**src/rtl/pipe_stage_reg.sv**
```systemverilog
// Pipeline-stage register with a two-entry skid buffer, synchronous flush that
// inserts a zero-control bubble, and a saturating stall counter.
module pipe_stage_reg #(
  parameter int CTRL_W = 8,
  parameter int DATA_W = 80,
  parameter int CNT_W  = 16
) (
  input  logic              clk,
  input  logic              rst_n,
  input  logic              in_valid,
  output logic              in_ready,
  input  logic [CTRL_W-1:0] in_ctrl,
  input  logic [DATA_W-1:0] in_data,
  output logic              out_valid,
  input  logic              out_ready,
  output logic [CTRL_W-1:0] out_ctrl,
  output logic [DATA_W-1:0] out_data,
  input  logic              flush,
  input  logic              clr_cnt,
  output logic [CNT_W-1:0]  stall_cnt
);

  typedef enum logic [1:0] {
    ST_EMPTY = 2'd0,
    ST_FULL  = 2'd1,
    ST_SKID  = 2'd2
  } state_t;

  localparam logic [CNT_W-1:0] CNT_MAX = {CNT_W{1'b1}};

  state_t            state_q, state_d;
  logic              out_valid_q, out_valid_d;
  logic              in_ready_q, in_ready_d;
  logic [CTRL_W-1:0] out_ctrl_q, out_ctrl_d;
  logic [DATA_W-1:0] out_data_q, out_data_d;
  logic [CTRL_W-1:0] skid_ctrl_q, skid_ctrl_d;
  logic [DATA_W-1:0] skid_data_q, skid_data_d;
  logic [CNT_W-1:0]  stall_cnt_q, stall_cnt_d;

  logic acc_in, acc_out;

  assign acc_in  = in_valid & in_ready_q;
  assign acc_out = out_valid_q & out_ready;

  always_comb begin
    state_d     = state_q;
    out_valid_d = out_valid_q;
    in_ready_d  = in_ready_q;
    out_ctrl_d  = out_ctrl_q;
    out_data_d  = out_data_q;
    skid_ctrl_d = skid_ctrl_q;
    skid_data_d = skid_data_q;

    if (flush) begin
      // Flush wins over both handshakes; the upstream item this cycle is dropped.
      state_d     = ST_EMPTY;
      out_valid_d = 1'b0;
      in_ready_d  = 1'b1;
      out_ctrl_d  = '0;
      skid_ctrl_d = '0;
    end else begin
      case (state_q)
        ST_EMPTY: begin
          if (acc_in) begin
            out_ctrl_d  = in_ctrl;
            out_data_d  = in_data;
            out_valid_d = 1'b1;
            state_d     = ST_FULL;
          end
        end
        ST_FULL: begin
          if (acc_in && acc_out) begin
            out_ctrl_d = in_ctrl;
            out_data_d = in_data;
          end else if (acc_in) begin
            skid_ctrl_d = in_ctrl;
            skid_data_d = in_data;
            in_ready_d  = 1'b0;
            state_d     = ST_SKID;
          end else if (acc_out) begin
            out_valid_d = 1'b0;
            out_ctrl_d  = '0;
            state_d     = ST_EMPTY;
          end
        end
        ST_SKID: begin
          if (acc_out) begin
            out_ctrl_d = skid_ctrl_q;
            out_data_d = skid_data_q;
            in_ready_d = 1'b1;
            state_d    = ST_FULL;
          end
        end
        default: begin
          state_d     = ST_EMPTY;
          out_valid_d = 1'b0;
          in_ready_d  = 1'b1;
          out_ctrl_d  = '0;
        end
      endcase
    end

    stall_cnt_d = stall_cnt_q;
    if (clr_cnt) begin
      stall_cnt_d = '0;
    end else if (out_valid_q && !out_ready && (stall_cnt_q != CNT_MAX)) begin
      stall_cnt_d = stall_cnt_q + 1'b1;
    end
  end

  always_ff @(posedge clk) begin
    if (!rst_n) begin
      state_q     <= ST_EMPTY;
      out_valid_q <= 1'b0;
      in_ready_q  <= 1'b1;
      out_ctrl_q  <= '0;
      out_data_q  <= '0;
      skid_ctrl_q <= '0;
      skid_data_q <= '0;
      stall_cnt_q <= '0;
    end else begin
      state_q     <= state_d;
      out_valid_q <= out_valid_d;
      in_ready_q  <= in_ready_d;
      out_ctrl_q  <= out_ctrl_d;
      out_data_q  <= out_data_d;
      skid_ctrl_q <= skid_ctrl_d;
      skid_data_q <= skid_data_d;
      stall_cnt_q <= stall_cnt_d;
    end
  end

  assign in_ready  = in_ready_q;
  assign out_valid = out_valid_q;
  assign out_ctrl  = out_ctrl_q;
  assign out_data  = out_data_q;
  assign stall_cnt = stall_cnt_q;

endmodule

```
**config.mk**
```make
export PLATFORM = sky130hd
export DESIGN_NAME = pipe_stage_reg
export DESIGN_NICKNAME = d
export VERILOG_FILES = /design/src/rtl/pipe_stage_reg.sv
export SDC_FILE = /design/constraint.sdc
export NUM_CORES = 1
export LEC_CHECK = 0
export CORE_MARGIN = 2
export CORE_UTILIZATION = 45
export CTS_BUF_LIST = sky130_fd_sc_hd__clkbuf_16
export DETAILED_ROUTE_END_ITERATION = 16
export GPL_ROUTABILITY_DRIVEN = 0
export HOLD_SLACK_MARGIN = 0.03
export PLACE_DENSITY = 0.77
export RECOVER_POWER = 50
export SLEW_MARGIN = 20
export SYNTH_ARGS = -nofsm -noshare
export SYNTH_HDL_FRONTEND = slang
export SYNTH_SLANG_ARGS = --single-unit
```
**constraint.sdc**
```tcl
create_clock -name clk -period 2.6 [get_ports clk]
set_input_delay 0.52 -clock clk [delete_from_list [all_inputs] [get_ports clk]]
set_output_delay 0.52 -clock clk [all_outputs]
set_load 0.02 [all_outputs]
```
==> impl_metrics.tcl <==
set metrics [dict create \
    hold_violations 0 \
    outcome "complete, no violations" \
    reg2reg_slack_ns 0.41 \
    gr-total-overflow 0 \
    min_path_type "in2reg" \
    final_cells 1386 \
    yosys.area.top_type "dfxtp_1" \
    syn2layout_area_growth_pct 31.2 \
    ctsRootBufferMaster "clkbuf_16" \
    yosysWarnings 0 \
    post-route-min-period_ns 2.26 \
    die_x_um 142 \
    hold_end "in_ready" \
    grt_first_pass_wirelength_um 35400 \
    cts_made_buffers 17 \
    synth_enable_flop_cells 0 \
    postCtsSetupRepairBufs 0 \
    antenna_cells 0 \
    grt_max_degree 167 \
    synthCells 999 \
    clock_latency_ns 0.43 \
    power_mw 6.59 \
    endpoint_kind "flip-flop" \
    crit_type "in2reg" \
    synth_top_area_frac 0.457 \
    port_buffers 199 \
    firstDrtPassIters 4 \
    rsz0062_at_grt "false" \
    worstRegToRegCells 6 \
    grt_pass1_vias 7011 \
    start_util 0.459 \
    via_per_inst 5.51 \
    cp_max_fo 45 \
    synth_nets 1094 \
    seq_area_frac_synth 0.457 \
    cts_max_path_buffers 2 \
    antenna_found_initial 0 \
    drv_cap 0 \
    final_layout_size_suffix_gt1_frac 0.120 \
    r2r_end "stall_cnt[3]" \
    clock-sinks 196 \
    min_path_cells 3 \
    tightest_slew_ns 0.636 \
    yosysUniqueCellTypes 48 \
    num_vias 7632 \
    core-area_um2 18700 \
    placedCellCount 1354 \
    placementRows 50 \
    period_share 0.870 \
    setup_violations 0 \
    critPathRequiredTime_ns 2.94 \
    reg2reg_from "stall_cnt[0]" \
    die_area_um2 20200 \
    yosys-top-cells-area "dfxtp_1, mux2_2, o21ai_0" \
    setup_tns_ns 0 \
    wl_per_cell_um 15.7 \
    finalClockSkew_ns 0.0110 \
    leakage_nw 4.11 \
    clk_pin_slew_ns 0.07 \
    cts_hold_buf 0 \
    postCtsResizedCells 0 \
    ys_seq_elements 196 \
    htree_levels 4 \
    cts_tree "done" \
    grt_usage 0.214 \
    layout.nets 1234 \
    synthFlopType "dfxtp_1" \
    slew_viol_final 0 \
    synthArstFlopShare 0 \
    ir_worst_vdd_mv 0.448 \
    startpoint_type "input pin" \
    drt-initial-drc-count 527 \
    dp_hpwl_um 13500 \
    synth_area_um2 8590 \
    num_io_pins 200 \
    drc 0 \
    hold_start "flush" \
    routed_wl_um 21700 \
    syn_area_per_cell_um2 8.59 \
    slew_headroom 0.576 \
    die_y_um 142 \
    power_density_nw_per_um2 585 \
    fmax_mhz 442 \
    ant_nets 0 \
    cp.arrival_ns 2.60 \
]
## flip-flops by register name (all words and copies together), names as in the netlist
register     cells
out_valid        1
out_ctrl         8
skid_ctrl_q      8
out_data        80
stall_cnt       16
in_ready         1
state_q          2
skid_data_q     80
## power by group
| part | internal [mW] | total, mW | switching (mW) |
|---|---|---|---|
| logic | 0.361 | 0.787 | 0.425 |
| registers | 3.09 | 3.14 | 0.0517 |
| clock network | 1.45 | 2.67 | 1.22 |
## cell type report
class                   instances  area (µm²)
repair buffers                217        2190
clock inverters                15         169
clock buffers                  17         425
inverters                       2        7.51
fillers                      1641        7440
flip-flops and latches        196        3920
multi-input cells             705        4260
well taps                     234         293
## per-stage QoR
step | hold WS [ns] | utilization | setup slack, ns | area (µm²)
final | 0.418 | 0.602 | 0.338 | 11300
after global routing | 0.457 | 0.602 | 0.186 | 11300
after CTS | 0.421 | 0.604 | 0.441 | 11300
after detailed placement | 0.447 | 0.572 | 0.173 | 10700
after global placement | 0.441 | 0.572 | 0.251 | 10700
after floorplan | 0.433 | - | 0.553 | 8590
## worst max-delay path, stage by stage
cell,delay [ns]
dlygate4sd3_1,0.60
clkbuf_1,0.26
nand2_1,0.19
a2bb2oi_4,0.20
or2_2,0.29
buf_4,0.27
o21ai_0,0.26
## logic make-up (layout without fill, tap and decap cells)
kind of cell,after synthesis,in the layout,share of synthesized area
adders and majority gates,1,1,0.00146
and+or+nand+nor,319,319,0.169
buffers and inverters,98,251,0.0472
xor gates and xnor gates,1,1,0.00102
AOI/OAI and AO/OA,296,296,0.210
DFF,196,196,0.457
muxes,88,88,0.114
## cell usage after synthesis (2+ instances only)
library cell / count
a21boi_0: 2
a21oi_1: 13
a22oi_1: 8
a31oi_1: 4
and3_1: 2
buf_2: 23
clkbuf_1: 66
clkbuf_2: 7
dfxtp_1: 196
inv_1: 2
mux2_2: 80
mux2i_1: 8
nand2_1: 175
nand2b_1: 4
nand3_1: 85
nand3b_1: 2
nand4_1: 5
nor2_1: 16
nor2b_1: 4
nor3_1: 4
nor3_2: 2
nor4_1: 2
o211ai_1: 81
o21ai_0: 162
o21ai_1: 6
o2bb2ai_1: 8
or2_2: 3
or3_1: 7
or4_1: 3
## layer usage
| layer | wire (µm) | track usage |
|---|---|---|
| met2 | 10200 | 0.347 |
| met1 | 9750 | 0.281 |
| met4 | 263 | 0.0600 |
| met5 | 0 | 0 |
| met3 | 1470 | 0.0599 |
## cells in the final DEF (no fill, tap or decap), types with 9 or more instances in the layout
| cell type | n |
|---|---|
| o211ai_1 | 81 |
| nor2_1 | 16 |
| a21oi_1 | 13 |
| nand2_1 | 175 |
| clkdlybuf4s50_1 | 108 |
| mux2_2 | 80 |
| nand3_1 | 85 |
| buf_4 | 9 |
| o21ai_0 | 162 |
| dfxtp_1 | 196 |
| clkbuf_16 | 17 |
| dlygate4sd3_1 | 89 |
## how the worst max path moves through the flow
stage                 start       endpoint  slack [ns]  depth (start not counted)
4_1_cts           out_valid      out_valid        0.44                          1
3_3_place_gp      out_ready   out_data[47]        0.25                          7
2_1_floorplan  stall_cnt[0]  stall_cnt[10]        0.55                          6
3_5_place_dp      out_ready   out_data[75]        0.17                          7
6_report          out_ready   out_data[75]        0.34                          7
5_1_grt        stall_cnt[1]   stall_cnt[3]        0.19                          6
Note: power is estimated with default switching activity, not from simulation.
